<file path="src/rtl/node_input_framer_pkg.sv">
// Shared constants and out_vec packing helper for the layer-4 node framer.
package node_input_framer_pkg;

  localparam int unsigned NODE_FANIN = 15;
  localparam int unsigned FLOAT_W    = 32;

  // Bit offset of word k inside a flat vector of w-bit words (A0 at the LSBs).
  function automatic int unsigned word_lsb(input int unsigned k, input int unsigned w);
    return k * w;
  endfunction

endpackage

</file>
<file path="src/rtl/framer_bank.sv">
// One ping-pong bank: N-word register file with a single write port and a full flag.
module framer_bank
  import node_input_framer_pkg::*;
#(
  parameter  int unsigned N  = NODE_FANIN,
  parameter  int unsigned W  = FLOAT_W,
  localparam int unsigned IW = $clog2(N)
) (
  input  logic                clk,
  input  logic                rst,
  input  logic                we,
  input  logic [IW-1:0]       idx,
  input  logic [W-1:0]        wdata,
  input  logic                set,
  input  logic                clr,
  output logic [N-1:0][W-1:0] data,
  output logic                full
);

  // Word storage and full flag; storage is cleared only by reset so out_vec reads 0 after reset.
  always_ff @(posedge clk) begin
    if (rst) begin
      data <= '0;
      full <= 1'b0;
    end else begin
      if (we) begin
        data[idx] <= wdata;
      end
      if (set) begin
        full <= 1'b1;
      end else if (clr) begin
        full <= 1'b0;
      end
    end
  end

endmodule

</file>
<file path="src/rtl/node_input_framer.sv">
// Serial-to-parallel framer: collects N float words into one of two banks and presents
// completed frames to a layer-4 node while the other bank fills.
module node_input_framer
  import node_input_framer_pkg::*;
#(
  parameter int unsigned N = NODE_FANIN,
  parameter int unsigned W = FLOAT_W
) (
  input  logic           clk,
  input  logic           rst,
  input  logic [W-1:0]   in_data,
  input  logic           in_valid,
  input  logic           in_last,
  output logic           in_ready,
  output logic [N*W-1:0] out_vec,
  output logic           out_valid,
  input  logic           out_ready,
  output logic           frame_err
);

  localparam int unsigned IW = $clog2(N);

  logic [IW-1:0]       cnt;
  logic                wr_sel;
  logic                rd_sel;
  logic [1:0]          full;
  logic [N-1:0][W-1:0] data0;
  logic [N-1:0][W-1:0] data1;
  logic                accept;
  logic                at_end;
  logic                push;
  logic                pop;
  logic                bad_len;

  // Handshake decode; a bank can only be written while its full flag is clear.
  assign in_ready  = !rst && !full[wr_sel];
  assign accept    = in_valid && in_ready;
  assign at_end    = (cnt == IW'(N - 1));
  assign push      = accept && at_end && in_last;
  assign bad_len   = accept && (at_end ^ in_last);
  assign out_valid = full[rd_sel];
  assign pop       = out_valid && out_ready;

  // Word counter, bank pointers and registered length-error pulse.
  always_ff @(posedge clk) begin
    if (rst) begin
      cnt       <= '0;
      wr_sel    <= 1'b0;
      rd_sel    <= 1'b0;
      frame_err <= 1'b0;
    end else begin
      if (accept) begin
        cnt <= (at_end || in_last) ? '0 : cnt + IW'(1);
      end
      if (push) begin
        wr_sel <= ~wr_sel;
      end
      if (pop) begin
        rd_sel <= ~rd_sel;
      end
      frame_err <= bad_len;
    end
  end

  framer_bank #(.N(N), .W(W)) u_bank0 (
    .clk   (clk),
    .rst   (rst),
    .we    (accept && !wr_sel),
    .idx   (cnt),
    .wdata (in_data),
    .set   (push && !wr_sel),
    .clr   (pop && !rd_sel),
    .data  (data0),
    .full  (full[0])
  );

  framer_bank #(.N(N), .W(W)) u_bank1 (
    .clk   (clk),
    .rst   (rst),
    .we    (accept && wr_sel),
    .idx   (cnt),
    .wdata (in_data),
    .set   (push && wr_sel),
    .clr   (pop && rd_sel),
    .data  (data1),
    .full  (full[1])
  );

  // Output mux: present the bank addressed by rd_sel, word k at bits [k*W +: W].
  for (genvar k = 0; k < int'(N); k++) begin : g_word
    assign out_vec[word_lsb(k, W) +: W] = rd_sel ? data1[k] : data0[k];
  end

endmodule

</file>
<file path="config.mk">
export PLATFORM = sky130hd
export DESIGN_NAME = node_input_framer
export DESIGN_NICKNAME = d
export VERILOG_FILES = /design/src/rtl/node_input_framer_pkg.sv /design/src/rtl/framer_bank.sv /design/src/rtl/node_input_framer.sv
export SDC_FILE = /design/constraint.sdc
export NUM_CORES = 2
export LEC_CHECK = 0
export BUFFER_PORTS_ARGS = -buffer_cell sky130_fd_sc_hd__clkbuf_2
export CAP_MARGIN = 25
export CELL_PAD_IN_SITES_DETAIL_PLACEMENT = 1
export CELL_PAD_IN_SITES_GLOBAL_PLACEMENT = 1
export CORE_MARGIN = 3
export CORE_UTILIZATION = 30
export CTS_BUF_LIST = sky130_fd_sc_hd__clkbuf_16
export CTS_CLUSTER_DIAMETER = 40
export DETAILED_ROUTE_END_ITERATION = 10
export PLACE_DENSITY_LB_ADDON = 0.25
export SLEW_MARGIN = 20
export SYNTH_ARGS = -nofsm -noshare
export SYNTH_HDL_FRONTEND = slang
export SYNTH_SLANG_ARGS = --single-unit
</file>
<file path="constraint.sdc">
create_clock -name clk -period 2.6 [get_ports clk]
set_input_delay 0.13 -clock clk [delete_from_list [all_inputs] [get_ports clk]]
set_output_delay 0.13 -clock clk [all_outputs]
set_load 0.03 [all_outputs]
</file>
==> impl_results.md <==
- MaxCap Viol Count: 0
- CP Class: register to primary output
- Initial Util: 30.3%
- Multi-input logic area: 22000 um^2
- RR Startpoint: wr_sel
- Post-route minimum period: 2.49 ns
- Tightest Hold Check Type: primary input to register
- Die width: 385 um
- Core Area: 142000 um^2
- WP buf/inv: 3
- Status: complete, no violations
- Starting DRT DRC Count: 1399
- CP startpoint: rd_sel
- Skew final: 0.0235 ns
- Final setup fails: 0
- Final HPWL DP: 91.4 mm
- Crit path max fanout: 49
- Final Power: 40400 uW
- Slew Limit Fails: 0
- Total grt overflow: 0
- Die height: 385 um
- CP max stage delay: 0.41 ns
- Die ar.: 148000 um^2
- Share of the clock period used by the worst path: 95.8%
- Area delta synth->final: 26.7%
- Post-synth cell types: 39
- WP data required: 2.47 ns
- Number of global-route vias before repair: 32700
- Final WL: 141 mm
- DP Worst Slack: 0.488 ns
- Synthesized area: 43100 um^2
- Synth area leader: dfxtp_1
- Max Clock Freq: 401 MHz
- Main synth FF type: dfxtp_1
- Pwr per Cell Area: 739 nW/um^2
- Worst path cell trace: buf_12 -> buf_16 -> mux2_2 -> clkbuf_2
- CP top delay family: buffers and inverters
- Initial DRT Pass Iterations: 4
- Placement Rows: 138
- CTS clk-pin slew, worst paths: 0.05 ns
- H-tree Lvls: 4
- Ratio of cells with drive above 1 in the final layout: 32.0%
- I/O pins: 520
- Final core occ: 38.4%
- Arr. time, crit path: 2.36 ns
- Clk Latency, worst-skew pair: 0.78 ns
- DR WL/cell: 21.7 um
- Top cells by count, synth: dfxtp_1, nand2b_1, mux2i_1
- RePlAce Congestion: 0.720
- Syn_nets: 4027
- Static Leakage: 0.0267 uW
- Final hold violations: 0
- PortBufs: 519
- Antenna Diode Count: 0
- Antenna-violating nets left: 0
- CTS sink cnt: 969
- Nets: 4494
- Setup WS post-layout: 0.109 ns
- Final setup TNS: 0 ns
- Total global-route track usage: 18.6%
- RSZ-0062 raised after global routing: yes
- Main area contributors after synthesis: dfxtp_1, mux2i_1, mux2_2
- Routed vias/inst: 4.72
- Synth top area share: 45.0%
- Synthesized area per cell: 10.8 um^2
- Reg area: 19400 um^2
- Cts bufs inserted: 180
- Synth warnings: 0
- Slowest cell on crit path: mux2_2
- Vias: 30700
- Post-Syn Instances: 3985
- Filler cells: 15500
- Clock Tree Buf Depth: 3
- Initial antenna violation count: 1
- Synth async-reset ratio: 0%
- DP Area: 47900 um^2
- Worst vdd ir: 0.493 mV
- Largest net degree at the start of global routing: 244
- FF+latch count, synth: 969
- EDFF count, synth: 0
- # DRC: 0
- Finished Cell Area: 54600 um^2
- Worst setup EP type: primary output
- Hold_sp: in_data[23]
- CTS tree: yes
- First-pass GRT wire length: 211 mm
- Worst setup SP type: register
- Count leader, synth: dfxtp_1
- Worst slew margin: 25.0%
- Root Buffer: clkbuf_16
- Seq/Total Area, Yosys: 45.0%
- Tightest Pin Transition: 1.12 ns
- Worst R2R Setup Slack: 0.48 ns
[per-layer routing]
layer	GRT usage, %	share of wire, %	routed length, um	vias to the layer above
met4	7.17	3.4	4830	2
met3	3.41	3.8	5340	237
met5	0	0.0092	13	-
met1	23.5	44	62600	15300
met2	31.4	48	68100	546
li1	-	-	-	14600
[kinds of logic after synthesis]
family	share of synthesized area [%]
multiplexers	32.7
AND/OR/NAND/NOR	15.3
flip-flops	45.0
buffers and inverters	4.17
AO/OA/AOI/OAI	2.62
adder cells (fa/ha/maj)	0.145
[worst paths after layout]
path | cells past startpoint | endpoint
worst max-delay path | 4 | out_vec[333]
worst min register to register | 2 | u_bank1.data[403]
worst max register to register | 4 | u_bank1.data[364]
worst min-delay path | 4 | u_bank1.data[471]
[registers in the layout (all words and copies together), names as in the netlist]
name,count
frame_err,1
u_bank1.data,480
u_bank0.data,480
cnt,4
wr_sel,1
rd_sel,1
u_bank1.full,1
u_bank0.full,1
[per-stage QoR]
stage / cells / hold slack [ns]
after detailed placement: 6123 / 0.431
final: 6496 / 0.206
after floorplan: 3985 / 0.278
after global routing: 6496 / 0.155
after CTS: 6495 / 0.114
after global placement: 6123 / 0.422
[cell usage in the layout (no fill, tap or decap), drive strengths merged, types with 2 or more instances in the layout]
cell	instances
a211oi	2
a21oi	99
and2	2
and3	2
buf	131
bufinv	29
clkbuf	702
clkinv	71
clkinvlp	17
dfxtp	969
dlygate4sd3	36
ha	5
inv	44
mux2	508
mux2i	837
nand2	5
nand2b	874
nand3	92
nand4	34
nor2	4
nor2b	29
nor3	2
o21ai	66
o31ai	33
o32ai	2
or3	3
[where the power goes]
group          switching, uW  total [uW]  internal (uW)
logic                    852        1350            493
clock network           8400       24100          15700
registers               20.9       14900          14900
[what timing repair did]
| action | in CTS | in global routing |
|---|---|---|
| buffers inserted | 0 | 0 |
| endpoints found under the setup margin | 110 | 23 |
| gates cloned | 0 | 1 |
| hold endpoints to repair | 773 | 0 |
| hold buffers | 36 | 0 |
| gates resized for setup | 10 | 3 |
[tightest hold or removal path: stages]
cell and delay, ns:
dlygate4sd3_1 0.53, clkbuf_2 0.14, nand3_1 0.07, a21oi_1 0.05
[area by class of cell]
class	instances	area share (%)
multi-input cells	2607	40.3
flip-flops and latches	969	35.5
clock buffers	183	8.38
repair buffers	686	8.31
well taps	1890	4.33
clock inverters	153	3.08
inverters	8	0.0550
Note: power is estimated with default switching activity, not from simulation.
